[config.mk]
export PLATFORM = sky130hd
export DESIGN_NAME = instr_decoder_pipe_flat
export DESIGN_NICKNAME = d
export VERILOG_FILES = /design/src/rtl/instr_dec_pkg.sv /design/src/rtl/instr_decoder_pipe_if.sv /design/src/rtl/instr_field_extract.sv /design/src/rtl/instr_decoder_pipe.sv /design/src/flat_wrapper.sv
export SDC_FILE = /design/constraint.sdc
export NUM_CORES = 1
export LEC_CHECK = 0
export CORE_MARGIN = 1
export CORE_UTILIZATION = 30
export DETAILED_ROUTE_END_ITERATION = 12
export SYNTH_ARGS = -nofsm -noshare
export SYNTH_HDL_FRONTEND = slang
export SYNTH_SLANG_ARGS = --single-unit
[constraint.sdc]
create_clock -name clk -period 4 [get_ports clk]
set_clock_uncertainty 0.2 [all_clocks]
set_input_delay 0.6 -clock clk [delete_from_list [all_inputs] [get_ports clk]]
set_output_delay 0.6 -clock clk [all_outputs]
set_load 0.02 [all_outputs]
[src/rtl/instr_dec_pkg.sv]
// Shared widths, format encoding and field-offset helpers for the pipelined
// block-instruction decoder.
package instr_dec_pkg;

    localparam int unsigned DATA_WIDTH_DEF     = 16;
    localparam int unsigned INSTR_WIDTH_DEF    = 32;
    localparam int unsigned OP_WIDTH_DEF       = 5;
    localparam int unsigned REG_ADDR_WIDTH_DEF = 4;
    localparam int unsigned SHIFT_WIDTH_DEF    = 5;
    localparam int unsigned RES_ADDR_WIDTH_DEF = 8;
    localparam int unsigned NUM_OPS_DEF        = 24;

    typedef enum logic {
        FMT_ALU = 1'b0,
        FMT_RES = 1'b1
    } fmt_e;

    // Each operand slot is {is_reg, addr}, i.e. REG_ADDR_WIDTH + 1 bits.
    function automatic int unsigned off_src_a(int unsigned op_w);
        return op_w + 1;
    endfunction

    function automatic int unsigned off_src_b(int unsigned op_w, int unsigned ra_w);
        return off_src_a(op_w) + ra_w + 1;
    endfunction

    function automatic int unsigned off_src_c(int unsigned op_w, int unsigned ra_w);
        return off_src_b(op_w, ra_w) + ra_w + 1;
    endfunction

    function automatic int unsigned off_dest_f0(int unsigned op_w, int unsigned ra_w);
        return off_src_c(op_w, ra_w) + ra_w + 1;
    endfunction

    function automatic int unsigned off_shift(int unsigned op_w, int unsigned ra_w);
        return off_dest_f0(op_w, ra_w) + ra_w;
    endfunction

    function automatic int unsigned off_sat(int unsigned op_w, int unsigned ra_w,
                                            int unsigned sh_w);
        return off_shift(op_w, ra_w) + sh_w;
    endfunction

    function automatic int unsigned off_dest_f1(int unsigned op_w, int unsigned ra_w);
        return off_src_c(op_w, ra_w);
    endfunction

    function automatic int unsigned off_res(int unsigned op_w, int unsigned ra_w);
        return off_dest_f1(op_w, ra_w) + ra_w;
    endfunction

endpackage

[src/rtl/instr_decoder_pipe_if.sv]
// Input/output handshake and decoded-field bundle of the instruction decoder.
interface instr_decoder_pipe_if
    import instr_dec_pkg::*;
#(
    parameter int unsigned INSTR_WIDTH    = INSTR_WIDTH_DEF,
    parameter int unsigned OP_WIDTH       = OP_WIDTH_DEF,
    parameter int unsigned REG_ADDR_WIDTH = REG_ADDR_WIDTH_DEF,
    parameter int unsigned SHIFT_WIDTH    = SHIFT_WIDTH_DEF,
    parameter int unsigned RES_ADDR_WIDTH = RES_ADDR_WIDTH_DEF
);
    logic [INSTR_WIDTH-1:0]    in_instr;
    logic                      in_valid;
    logic                      in_ready;
    logic                      out_valid;
    logic                      out_ready;
    logic [OP_WIDTH-1:0]       operation;
    logic [REG_ADDR_WIDTH-1:0] src_a;
    logic [REG_ADDR_WIDTH-1:0] src_b;
    logic [REG_ADDR_WIDTH-1:0] src_c;
    logic [REG_ADDR_WIDTH-1:0] dest;
    logic                      src_a_reg;
    logic                      src_b_reg;
    logic                      src_c_reg;
    logic                      saturate;
    logic [SHIFT_WIDTH-1:0]    instr_shift;
    logic [RES_ADDR_WIDTH-1:0] res_addr;
    logic                      illegal;
    logic                      raw_hazard;

    modport master (
        input  in_instr, in_valid, out_ready,
        output in_ready, out_valid, operation, src_a, src_b, src_c, dest,
               src_a_reg, src_b_reg, src_c_reg, saturate, instr_shift, res_addr,
               illegal, raw_hazard
    );

    modport slave (
        output in_instr, in_valid, out_ready,
        input  in_ready, out_valid, operation, src_a, src_b, src_c, dest,
               src_a_reg, src_b_reg, src_c_reg, saturate, instr_shift, res_addr,
               illegal, raw_hazard
    );

endinterface

[src/rtl/instr_field_extract.sv]
// Purely combinational word-to-fields decode for both instruction formats.
module instr_field_extract
    import instr_dec_pkg::*;
#(
    parameter int unsigned INSTR_WIDTH    = INSTR_WIDTH_DEF,
    parameter int unsigned OP_WIDTH       = OP_WIDTH_DEF,
    parameter int unsigned REG_ADDR_WIDTH = REG_ADDR_WIDTH_DEF,
    parameter int unsigned SHIFT_WIDTH    = SHIFT_WIDTH_DEF,
    parameter int unsigned RES_ADDR_WIDTH = RES_ADDR_WIDTH_DEF,
    parameter int unsigned NUM_OPS        = NUM_OPS_DEF
) (
    input  logic [INSTR_WIDTH-1:0]    instr,
    output logic [OP_WIDTH-1:0]       operation,
    output logic [REG_ADDR_WIDTH-1:0] src_a,
    output logic [REG_ADDR_WIDTH-1:0] src_b,
    output logic [REG_ADDR_WIDTH-1:0] src_c,
    output logic [REG_ADDR_WIDTH-1:0] dest,
    output logic                      src_a_reg,
    output logic                      src_b_reg,
    output logic                      src_c_reg,
    output logic                      saturate,
    output logic [SHIFT_WIDTH-1:0]    instr_shift,
    output logic [RES_ADDR_WIDTH-1:0] res_addr,
    output logic                      illegal
);
    localparam int unsigned OffA      = off_src_a(OP_WIDTH);
    localparam int unsigned OffB      = off_src_b(OP_WIDTH, REG_ADDR_WIDTH);
    localparam int unsigned OffC      = off_src_c(OP_WIDTH, REG_ADDR_WIDTH);
    localparam int unsigned OffDestF0 = off_dest_f0(OP_WIDTH, REG_ADDR_WIDTH);
    localparam int unsigned OffShift  = off_shift(OP_WIDTH, REG_ADDR_WIDTH);
    localparam int unsigned OffSat    = off_sat(OP_WIDTH, REG_ADDR_WIDTH, SHIFT_WIDTH);
    localparam int unsigned OffDestF1 = off_dest_f1(OP_WIDTH, REG_ADDR_WIDTH);
    localparam int unsigned OffRes    = off_res(OP_WIDTH, REG_ADDR_WIDTH);

    fmt_e fmt;
    logic unused_instr;

    assign fmt = fmt_e'(instr[OP_WIDTH]);
    // Spare top bits of the word carry no field.
    assign unused_instr = ^instr;

    always_comb begin
        operation   = instr[OP_WIDTH-1:0];
        src_a       = instr[OffA +: REG_ADDR_WIDTH];
        src_a_reg   = instr[OffA + REG_ADDR_WIDTH];
        src_b       = instr[OffB +: REG_ADDR_WIDTH];
        src_b_reg   = instr[OffB + REG_ADDR_WIDTH];
        src_c       = '0;
        src_c_reg   = 1'b0;
        dest        = '0;
        saturate    = 1'b0;
        instr_shift = '0;
        res_addr    = '0;
        illegal     = 32'(instr[OP_WIDTH-1:0]) >= NUM_OPS;
        unique case (fmt)
            FMT_ALU: begin
                src_c       = instr[OffC +: REG_ADDR_WIDTH];
                src_c_reg   = instr[OffC + REG_ADDR_WIDTH];
                dest        = instr[OffDestF0 +: REG_ADDR_WIDTH];
                instr_shift = instr[OffShift +: SHIFT_WIDTH];
                saturate    = instr[OffSat];
            end
            FMT_RES: begin
                dest     = instr[OffDestF1 +: REG_ADDR_WIDTH];
                res_addr = instr[OffRes +: RES_ADDR_WIDTH];
                saturate = 1'b1;
            end
        endcase
    end

endmodule

[src/rtl/instr_decoder_pipe.sv]
// Two-stage valid/ready instruction decoder: S1 holds the raw word, S2 the
// aligned decoded fields plus illegal-opcode and read-after-write flags.
module instr_decoder_pipe
    import instr_dec_pkg::*;
#(
    parameter int unsigned DATA_WIDTH     = DATA_WIDTH_DEF,
    parameter int unsigned INSTR_WIDTH    = INSTR_WIDTH_DEF,
    parameter int unsigned OP_WIDTH       = OP_WIDTH_DEF,
    parameter int unsigned REG_ADDR_WIDTH = REG_ADDR_WIDTH_DEF,
    parameter int unsigned SHIFT_WIDTH    = SHIFT_WIDTH_DEF,
    parameter int unsigned RES_ADDR_WIDTH = RES_ADDR_WIDTH_DEF,
    parameter int unsigned NUM_OPS        = NUM_OPS_DEF
) (
    input logic                  clk,
    input logic                  reset_n,
    input logic                  flush,
    instr_decoder_pipe_if.master bus
);
    localparam int unsigned F0Bits = off_sat(OP_WIDTH, REG_ADDR_WIDTH, SHIFT_WIDTH) + 1;
    localparam int unsigned F1Bits = off_res(OP_WIDTH, REG_ADDR_WIDTH) + RES_ADDR_WIDTH;

    if (INSTR_WIDTH < F0Bits) begin : g_f0_too_narrow
        $fatal(1, "INSTR_WIDTH too narrow for the ALU format");
    end
    if (INSTR_WIDTH < F1Bits) begin : g_f1_too_narrow
        $fatal(1, "INSTR_WIDTH too narrow for the resource format");
    end
    if (DATA_WIDTH == 0) begin : g_bad_data_width
        $fatal(1, "DATA_WIDTH must be nonzero");
    end

    logic                      s1_v_q, s2_v_q, last_dest_v_q;
    logic [INSTR_WIDTH-1:0]    s1_instr_q;
    logic [REG_ADDR_WIDTH-1:0] last_dest_q;
    logic                      s1_adv, s2_adv, hazard;

    logic [OP_WIDTH-1:0]       dec_op, op_q;
    logic [REG_ADDR_WIDTH-1:0] dec_a, dec_b, dec_c, dec_dest, a_q, b_q, c_q, dest_q;
    logic                      dec_a_reg, dec_b_reg, dec_c_reg, dec_sat, dec_ill;
    logic                      a_reg_q, b_reg_q, c_reg_q, sat_q, ill_q, haz_q;
    logic [SHIFT_WIDTH-1:0]    dec_shift, shift_q;
    logic [RES_ADDR_WIDTH-1:0] dec_res, res_q;

    instr_field_extract #(
        .INSTR_WIDTH   (INSTR_WIDTH),
        .OP_WIDTH      (OP_WIDTH),
        .REG_ADDR_WIDTH(REG_ADDR_WIDTH),
        .SHIFT_WIDTH   (SHIFT_WIDTH),
        .RES_ADDR_WIDTH(RES_ADDR_WIDTH),
        .NUM_OPS       (NUM_OPS)
    ) u_extract (
        .instr      (s1_instr_q),
        .operation  (dec_op),
        .src_a      (dec_a),
        .src_b      (dec_b),
        .src_c      (dec_c),
        .dest       (dec_dest),
        .src_a_reg  (dec_a_reg),
        .src_b_reg  (dec_b_reg),
        .src_c_reg  (dec_c_reg),
        .saturate   (dec_sat),
        .instr_shift(dec_shift),
        .res_addr   (dec_res),
        .illegal    (dec_ill)
    );

    always_comb begin
        s2_adv = !s2_v_q || bus.out_ready;
        s1_adv = !s1_v_q || s2_adv;
        hazard = last_dest_v_q && ((dec_a_reg && (dec_a == last_dest_q)) ||
                                   (dec_b_reg && (dec_b == last_dest_q)) ||
                                   (dec_c_reg && (dec_c == last_dest_q)));
    end

    always_ff @(posedge clk or negedge reset_n) begin
        if (!reset_n) begin
            s1_v_q        <= 1'b0;
            s2_v_q        <= 1'b0;
            last_dest_v_q <= 1'b0;
            last_dest_q   <= '0;
        end else if (flush) begin
            s1_v_q        <= 1'b0;
            s2_v_q        <= 1'b0;
            last_dest_v_q <= 1'b0;
        end else begin
            if (s1_adv) s1_v_q <= bus.in_valid;
            if (s2_adv) s2_v_q <= s1_v_q;
            // Every emitted instruction counts as a writer of its dest.
            if (s2_adv && s1_v_q) begin
                last_dest_q   <= dec_dest;
                last_dest_v_q <= 1'b1;
            end
        end
    end

    always_ff @(posedge clk or negedge reset_n) begin
        if (!reset_n) begin
            s1_instr_q <= '0;
            op_q    <= '0;
            a_q     <= '0;
            b_q     <= '0;
            c_q     <= '0;
            dest_q  <= '0;
            a_reg_q <= 1'b0;
            b_reg_q <= 1'b0;
            c_reg_q <= 1'b0;
            sat_q   <= 1'b0;
            shift_q <= '0;
            res_q   <= '0;
            ill_q   <= 1'b0;
            haz_q   <= 1'b0;
        end else begin
            if (!flush && s1_adv && bus.in_valid) s1_instr_q <= bus.in_instr;
            if (!flush && s2_adv && s1_v_q) begin
                op_q    <= dec_op;
                a_q     <= dec_a;
                b_q     <= dec_b;
                c_q     <= dec_c;
                dest_q  <= dec_dest;
                a_reg_q <= dec_a_reg;
                b_reg_q <= dec_b_reg;
                c_reg_q <= dec_c_reg;
                sat_q   <= dec_sat;
                shift_q <= dec_shift;
                res_q   <= dec_res;
                ill_q   <= dec_ill;
                haz_q   <= hazard;
            end
        end
    end

    assign bus.in_ready    = s1_adv;
    assign bus.out_valid   = s2_v_q;
    assign bus.operation   = op_q;
    assign bus.src_a       = a_q;
    assign bus.src_b       = b_q;
    assign bus.src_c       = c_q;
    assign bus.dest        = dest_q;
    assign bus.src_a_reg   = a_reg_q;
    assign bus.src_b_reg   = b_reg_q;
    assign bus.src_c_reg   = c_reg_q;
    assign bus.saturate    = sat_q;
    assign bus.instr_shift = shift_q;
    assign bus.res_addr    = res_q;
    assign bus.illegal     = ill_q;
    assign bus.raw_hazard  = haz_q;

endmodule

[src/flat_wrapper.sv]
// flat-port wrapper written by rule: the top's interface ports become plain ports
module instr_decoder_pipe_flat import instr_dec_pkg::*;
#(
    parameter int unsigned DATA_WIDTH     = DATA_WIDTH_DEF,
    parameter int unsigned INSTR_WIDTH    = INSTR_WIDTH_DEF,
    parameter int unsigned OP_WIDTH       = OP_WIDTH_DEF,
    parameter int unsigned REG_ADDR_WIDTH = REG_ADDR_WIDTH_DEF,
    parameter int unsigned SHIFT_WIDTH    = SHIFT_WIDTH_DEF,
    parameter int unsigned RES_ADDR_WIDTH = RES_ADDR_WIDTH_DEF,
    parameter int unsigned NUM_OPS        = NUM_OPS_DEF
)
  (clk, reset_n, flush, bus_in_instr, bus_in_valid, bus_out_ready, bus_in_ready, bus_out_valid, bus_operation, bus_src_a, bus_src_b, bus_src_c, bus_dest, bus_src_a_reg, bus_src_b_reg, bus_src_c_reg, bus_saturate, bus_instr_shift, bus_res_addr, bus_illegal, bus_raw_hazard);
  instr_decoder_pipe_if #(.INSTR_WIDTH(INSTR_WIDTH), .OP_WIDTH(OP_WIDTH), .REG_ADDR_WIDTH(REG_ADDR_WIDTH), .SHIFT_WIDTH(SHIFT_WIDTH), .RES_ADDR_WIDTH(RES_ADDR_WIDTH)) bus_i ();
  input logic clk;
  input logic reset_n;
  input logic flush;
  input wire logic [$bits(bus_i.in_instr)-1:0] bus_in_instr;
  input wire logic [$bits(bus_i.in_valid)-1:0] bus_in_valid;
  input wire logic [$bits(bus_i.out_ready)-1:0] bus_out_ready;
  output wire logic [$bits(bus_i.in_ready)-1:0] bus_in_ready;
  output wire logic [$bits(bus_i.out_valid)-1:0] bus_out_valid;
  output wire logic [$bits(bus_i.operation)-1:0] bus_operation;
  output wire logic [$bits(bus_i.src_a)-1:0] bus_src_a;
  output wire logic [$bits(bus_i.src_b)-1:0] bus_src_b;
  output wire logic [$bits(bus_i.src_c)-1:0] bus_src_c;
  output wire logic [$bits(bus_i.dest)-1:0] bus_dest;
  output wire logic [$bits(bus_i.src_a_reg)-1:0] bus_src_a_reg;
  output wire logic [$bits(bus_i.src_b_reg)-1:0] bus_src_b_reg;
  output wire logic [$bits(bus_i.src_c_reg)-1:0] bus_src_c_reg;
  output wire logic [$bits(bus_i.saturate)-1:0] bus_saturate;
  output wire logic [$bits(bus_i.instr_shift)-1:0] bus_instr_shift;
  output wire logic [$bits(bus_i.res_addr)-1:0] bus_res_addr;
  output wire logic [$bits(bus_i.illegal)-1:0] bus_illegal;
  output wire logic [$bits(bus_i.raw_hazard)-1:0] bus_raw_hazard;
  assign bus_i.in_instr = bus_in_instr;
  assign bus_i.in_valid = bus_in_valid;
  assign bus_i.out_ready = bus_out_ready;
  assign bus_in_ready = bus_i.in_ready;
  assign bus_out_valid = bus_i.out_valid;
  assign bus_operation = bus_i.operation;
  assign bus_src_a = bus_i.src_a;
  assign bus_src_b = bus_i.src_b;
  assign bus_src_c = bus_i.src_c;
  assign bus_dest = bus_i.dest;
  assign bus_src_a_reg = bus_i.src_a_reg;
  assign bus_src_b_reg = bus_i.src_b_reg;
  assign bus_src_c_reg = bus_i.src_c_reg;
  assign bus_saturate = bus_i.saturate;
  assign bus_instr_shift = bus_i.instr_shift;
  assign bus_res_addr = bus_i.res_addr;
  assign bus_illegal = bus_i.illegal;
  assign bus_raw_hazard = bus_i.raw_hazard;
  instr_decoder_pipe #(.DATA_WIDTH(DATA_WIDTH), .INSTR_WIDTH(INSTR_WIDTH), .OP_WIDTH(OP_WIDTH), .REG_ADDR_WIDTH(REG_ADDR_WIDTH), .SHIFT_WIDTH(SHIFT_WIDTH), .RES_ADDR_WIDTH(RES_ADDR_WIDTH), .NUM_OPS(NUM_OPS)) u_core (.clk(clk), .reset_n(reset_n), .flush(flush), .bus(bus_i));
endmodule
### Word level (Yosys, flattened, before mapping)

Cells that the tools add are included.

| word-level totals | value |
|---|---|
| register bits after elaboration | 78 |
| input port bits | 37 |
| logic and storage cells | 56 |

| operators by class | value |
|---|---|
| reductions and logical operators | 20 |
| equality and inequality tests | 3 |
| bitwise logic cells | 2 |
| muxes and demuxes | 12 |
| magnitude comparators | 1 |

Operator list:

| kind | count |
|---|---|
| 4-bit == test | 3 |
| 1-bit logical AND | 9 |
| 8-bit 2-to-1 mux | 1 |
| 4-bit case mux with 2 select lines | 1 |
| 1-bit 2-to-1 mux | 7 |
| 2-bit nonzero test | 3 |
| 5-bit >= comparator (second input constant) | 1 |
| 5-bit 2-to-1 mux | 1 |
| 1-bit logical OR | 4 |
| 4-bit 2-to-1 mux | 1 |
| 1-bit zero test | 3 |
| 1-bit inverter | 2 |
| 1-bit case mux with 2 select lines | 1 |
| 2-bit AND reduction | 1 |

### Logic depth before layout (Yosys ltp)

| depth | value |
|---|---|
| word-level depth | 5 |
| depth in mapped cells | 6 |
| depth with buffers taken out | 5 |

### By module

From an unflattened synthesis, not the netlist that was laid out.

| unflattened totals | value |
|---|---|
| cell total of the unflattened synthesis | 320 |
| area total of the unflattened synthesis | 3455.8 um^2 |

Modules (own cells, without submodules):

| module | area each (um^2) | instances | cells an instance | seq. area each (um^2) |
|---|---|---|---|---|
| instr_decoder_pipe | 3153.0 | 1 | 279 | 1976.9 |
| instr_field_extract | 302.8 | 1 | 41 | 0.0 |

### Worst setup path before layout

No wires, ideal clock.

| timing path | value |
|---|---|
| path kind | in2reg |
| start point | input port bus_out_ready |
| end point | register u_core.s1_instr_q[10] |
| stages | 5 |
| library setup time | 125 ps |
| arrival | 1571 ps |
| path buffers | 1 |
| data required time | 3675 ps |
| setup slack | 2104 ps |
| cell sequence | nor2b_4 > nand2_1 > nand3b_2 > buf_6 > mux2_2 |

| between the ends | value |
|---|---|
| word-level cells in the longest chain between the ends | 4 |

Ends and longest elaborated chain:

| what | line | source |
|---|---|---|
| from (decl) | flat_wrapper.sv:19 | `input wire logic [$bits(bus_i.out_ready)-1:0] bus_out_ready;` |
| 1-bit logical OR | instr_decoder_pipe.sv:68 | `s2_adv = !s2_v_q \|\| bus.out_ready;` |
| 1-bit logical OR | instr_decoder_pipe.sv:69 | `s1_adv = !s1_v_q \|\| s2_adv;` |
| named net bus_in_ready | flat_wrapper.sv:20 | `output wire logic [$bits(bus_i.in_ready)-1:0] bus_in_ready;` |
| 1-bit logical AND (2 in series) | instr_decoder_pipe.sv:113 | `if (!flush && s1_adv && bus.in_valid) s1_instr_q <= bus.in_instr;` |
| to (signal assigned) | instr_decoder_pipe.sv:113 |  |
| to (decl) | instr_decoder_pipe.sv:33 | `logic [INSTR_WIDTH-1:0] s1_instr_q;` |

The timed path passes the listed nets, and every way through them passes these cells.
A chain may end at the register's enable or synchronous reset.

### Worst setup path in the final report

| timing path | value |
|---|---|
| start point | input port bus_out_ready |
| end point | output port bus_in_ready |

| between the ends | value |
|---|---|
| word-level cells in the longest chain between the ends | 2 |

Ends and longest elaborated chain:

| what | line |
|---|---|
| 1-bit logical OR | instr_decoder_pipe.sv:68 |
| 1-bit logical OR | instr_decoder_pipe.sv:69 |
| to (decl) | flat_wrapper.sv:20 |

Every way passes these cells.

==> impl_metrics.tcl <==
set metrics [dict create \
    status "complete, no violations" \
    drc 0 \
    fillers 1003 \
    ant_nets 0 \
    peakVddDrop_mv 0.195 \
    maxSlewViolCount 0 \
    cp-start-kind "primary input" \
    h-tree-depth 3 \
    antenna_cells 0 \
    regMostFlops "u_core.s1_instr_q" \
    max_freq_mhz 373 \
    layout_setup_ws_ns 1.32 \
    crit_buf_inv 2 \
    rows 37 \
    grt_pass1_vias 2215 \
    synth_top_family_by_area "simple AND/OR/NAND/NOR gates" \
    r2r_setup_slack_ns 1.82 \
    cpMostUsedCell "clkdlybuf4s50_1" \
    yosysSeqAreaShare_pct 61.0 \
    synthXorXnorAreaFrac_pct 3.28 \
    layout_min_cycle_time_ns 2.68 \
    yosysTopAreaCell "dfrtp_1" \
    muxShareOfSynthArea_pct 12.4 \
    yosys.area_share.simple_pct 16.9 \
    top_usage_layer "met2" \
    layout_commonest_cell "nand2_1" \
    critPathArrivalTime_ns 1.88 \
    setup_violations 0 \
    synthCells 277 \
    die_w_um 105 \
    track_usage_pct 13.6 \
    grt_pass1_wl_um 11500 \
    drv_cap 0 \
    ctsResizeCount 0 \
    wire_per_inst_um 13.9 \
    rsz0062_at_grt "false" \
    cts_hold_buffers 0 \
    dp_hpwl_um 4430 \
    grtUsageMet3_pct 3.90 \
    p_leak_uw 0.00192 \
    use_met1_pct 17.6 \
    clock_latency_ns 0.34 \
    final.setup.tns_ns 0 \
    clockRootBuffer "clkbuf_8" \
    max_stage_delay_ns 0.61 \
    synth.top_cells.by_area "dfrtp_1, nand2_1, mux2_2" \
    grt_start_max_net_pins 79 \
    drtPass1Iterations 4 \
    worst-path-max-fanout 5 \
    slowest_stage "clkdlybuf4s50_1" \
    synth_warnings 0 \
    fin_crit_sh_pct 67.1 \
    powerDensity_mw_per_mm2 524 \
    die_h_um 105 \
    drtIter0Drc 65 \
    final-hold-violation-count 0 \
    dr_total_vias 2187 \
    worst_ep_required_time_ns 3.20 \
    synth_area_mm2 0.00320 \
    post-cts-setup-buffer-count 0 \
    hp-class "primary input to async pin" \
    synth_seq_cells 78 \
    cts_made_buffers 9 \
    cp_top_family "buffers and inverters" \
    largest_reg_flops 31 \
    antenna_found_initial 0 \
    clockBufferDepth 2 \
    start_util_pct 31.0 \
    area_delta_synth_final_pct 32.9 \
    final_nets 389 \
    end_kind "output port" \
    fp.dieArea_mm2 0.0111 \
    synth_cell_types 26 \
    crit_type "primary input to output port" \
    slew_headroom_pct 33.4 \
    viasPerCell 4.45 \
    use_met2_pct 21.3 \
    cts_tree "yes" \
    drt_wl_total_um 6860 \
    synth_compound_area_share_pct 2.89 \
    yosys.area_share.adder_pct 0 \
    cts.reportedPaths.clkPinSlew_ns 0.08 \
    drive_gt1_share_pct 14.3 \
    fin_total_pwr_uw 2230 \
    synth_top_area_share_pct 61.0 \
    holdWs_ns 0.211 \
    place_congestion 0.698 \
    cts.sinks 78 \
    syn_avg_cell_area_um2 11.6 \
    syn-num-nets 314 \
    gr-total-overflow 0 \
    io_buffers 77 \
    place_ws_ns 1.08 \
    io_pins 79 \
    tightest_slew_ns 0.999 \
    core_area_mm2 0.0103 \
    worstPathCellList "clkdlybuf4s50_1, nor2b_4, nand2_1, clkdlybuf4s50_1" \
    final_cell_mix "nand2_1, dfrtp_1, clkdlybuf4s50_1" \
]
worst reg2reg max path, stage by stage (launching register included):
cell      delay, ns
dfrtp_1        0.37
nor2b_4        0.14
nand2_1        0.10
nand3b_2       0.69
mux2_2         0.57
Yosys cell counts:
library cell and instances:
buf_6 5, nor2_1 3, mux2_2 29, nand2_1 92, xor2_1 7, or3b_4 1, buf_2 6, nand3b_1 9
nor3_1 1, inv_1 1, nand3b_2 1, o31ai_1 1, clkbuf_1 2, mux2_4 2, nor2b_4 1, a21oi_1 1
buf_4 2, nand3_1 10, nor3b_1 1, o21a_1 8, dfrtp_1 78, nor4_1 2, o21ai_0 4, nand2b_1 1
xnor2_1 5, mux2i_1 4
logic make-up (layout without fill, tap and decap cells):
kind of cell	count (synthesis)	count (layout)
AOI/OAI and AO/OA	14	14
xor gates and xnor gates	12	12
buffers and inverters	16	95
DFF	78	78
muxes	35	35
and+or+nand+nor	122	122
per-layer routing:
metal | wire length [um] | vias to the layer above | part of all wire, %
met5 | 0 | - | 0
met4 | 46 | 0 | 0.67
met3 | 339 | 4 | 4.9
met2 | 3300 | 48 | 48
met1 | 3180 | 1080 | 46
li1 | - | 1055 | -
final timing paths:
kind,start,to,cells after the start
max reg2reg,u_core.bus.out_valid$_DFFE_PN0P_,u_core.s1_instr_q[5]$_DFFE_PN0P_,4
min,reset_n,u_core.s1_instr_q[17]$_DFFE_PN0P_,1
min in group clk,u_core.bus.instr_shift[2]$_DFFE_PN0P_,u_core.bus.instr_shift[2]$_DFFE_PN0P_,2
max,bus_out_ready,bus_in_ready,4
max in group asynchronous,reset_n,u_core.s1_instr_q[20]$_DFFE_PN0P_,1
min reg2reg,u_core.bus.instr_shift[2]$_DFFE_PN0P_,u_core.bus.instr_shift[2]$_DFFE_PN0P_,2
power by group:
part	switching, uW	internal [uW]
clock network	278	348
registers	105	933
logic	268	296
through the flow:
step / utilization (%) / std cells / instance area (um2)
after global routing: 41.2 / 492 / 4250
after detailed placement: 39.2 / 477 / 4050
final: 41.2 / 492 / 4250
after floorplan: - / 277 / 3200
after CTS: 41.2 / 492 / 4250
after global placement: 39.2 / 477 / 4050
final cells by class:
cell class | count | area (um2) | share of cell area, %
multi-input combinational | 183 | 1140 | 26.8
timing repair buffer | 79 | 783 | 18.4
clock inverter | 4 | 72.6 | 1.71
sequential | 78 | 1950 | 45.9
tap | 136 | 170 | 4.00
clock buffer | 11 | 131 | 3.09
inverter | 1 | 3.75 | 0.0882
Power figures use the tool's default switching activity.
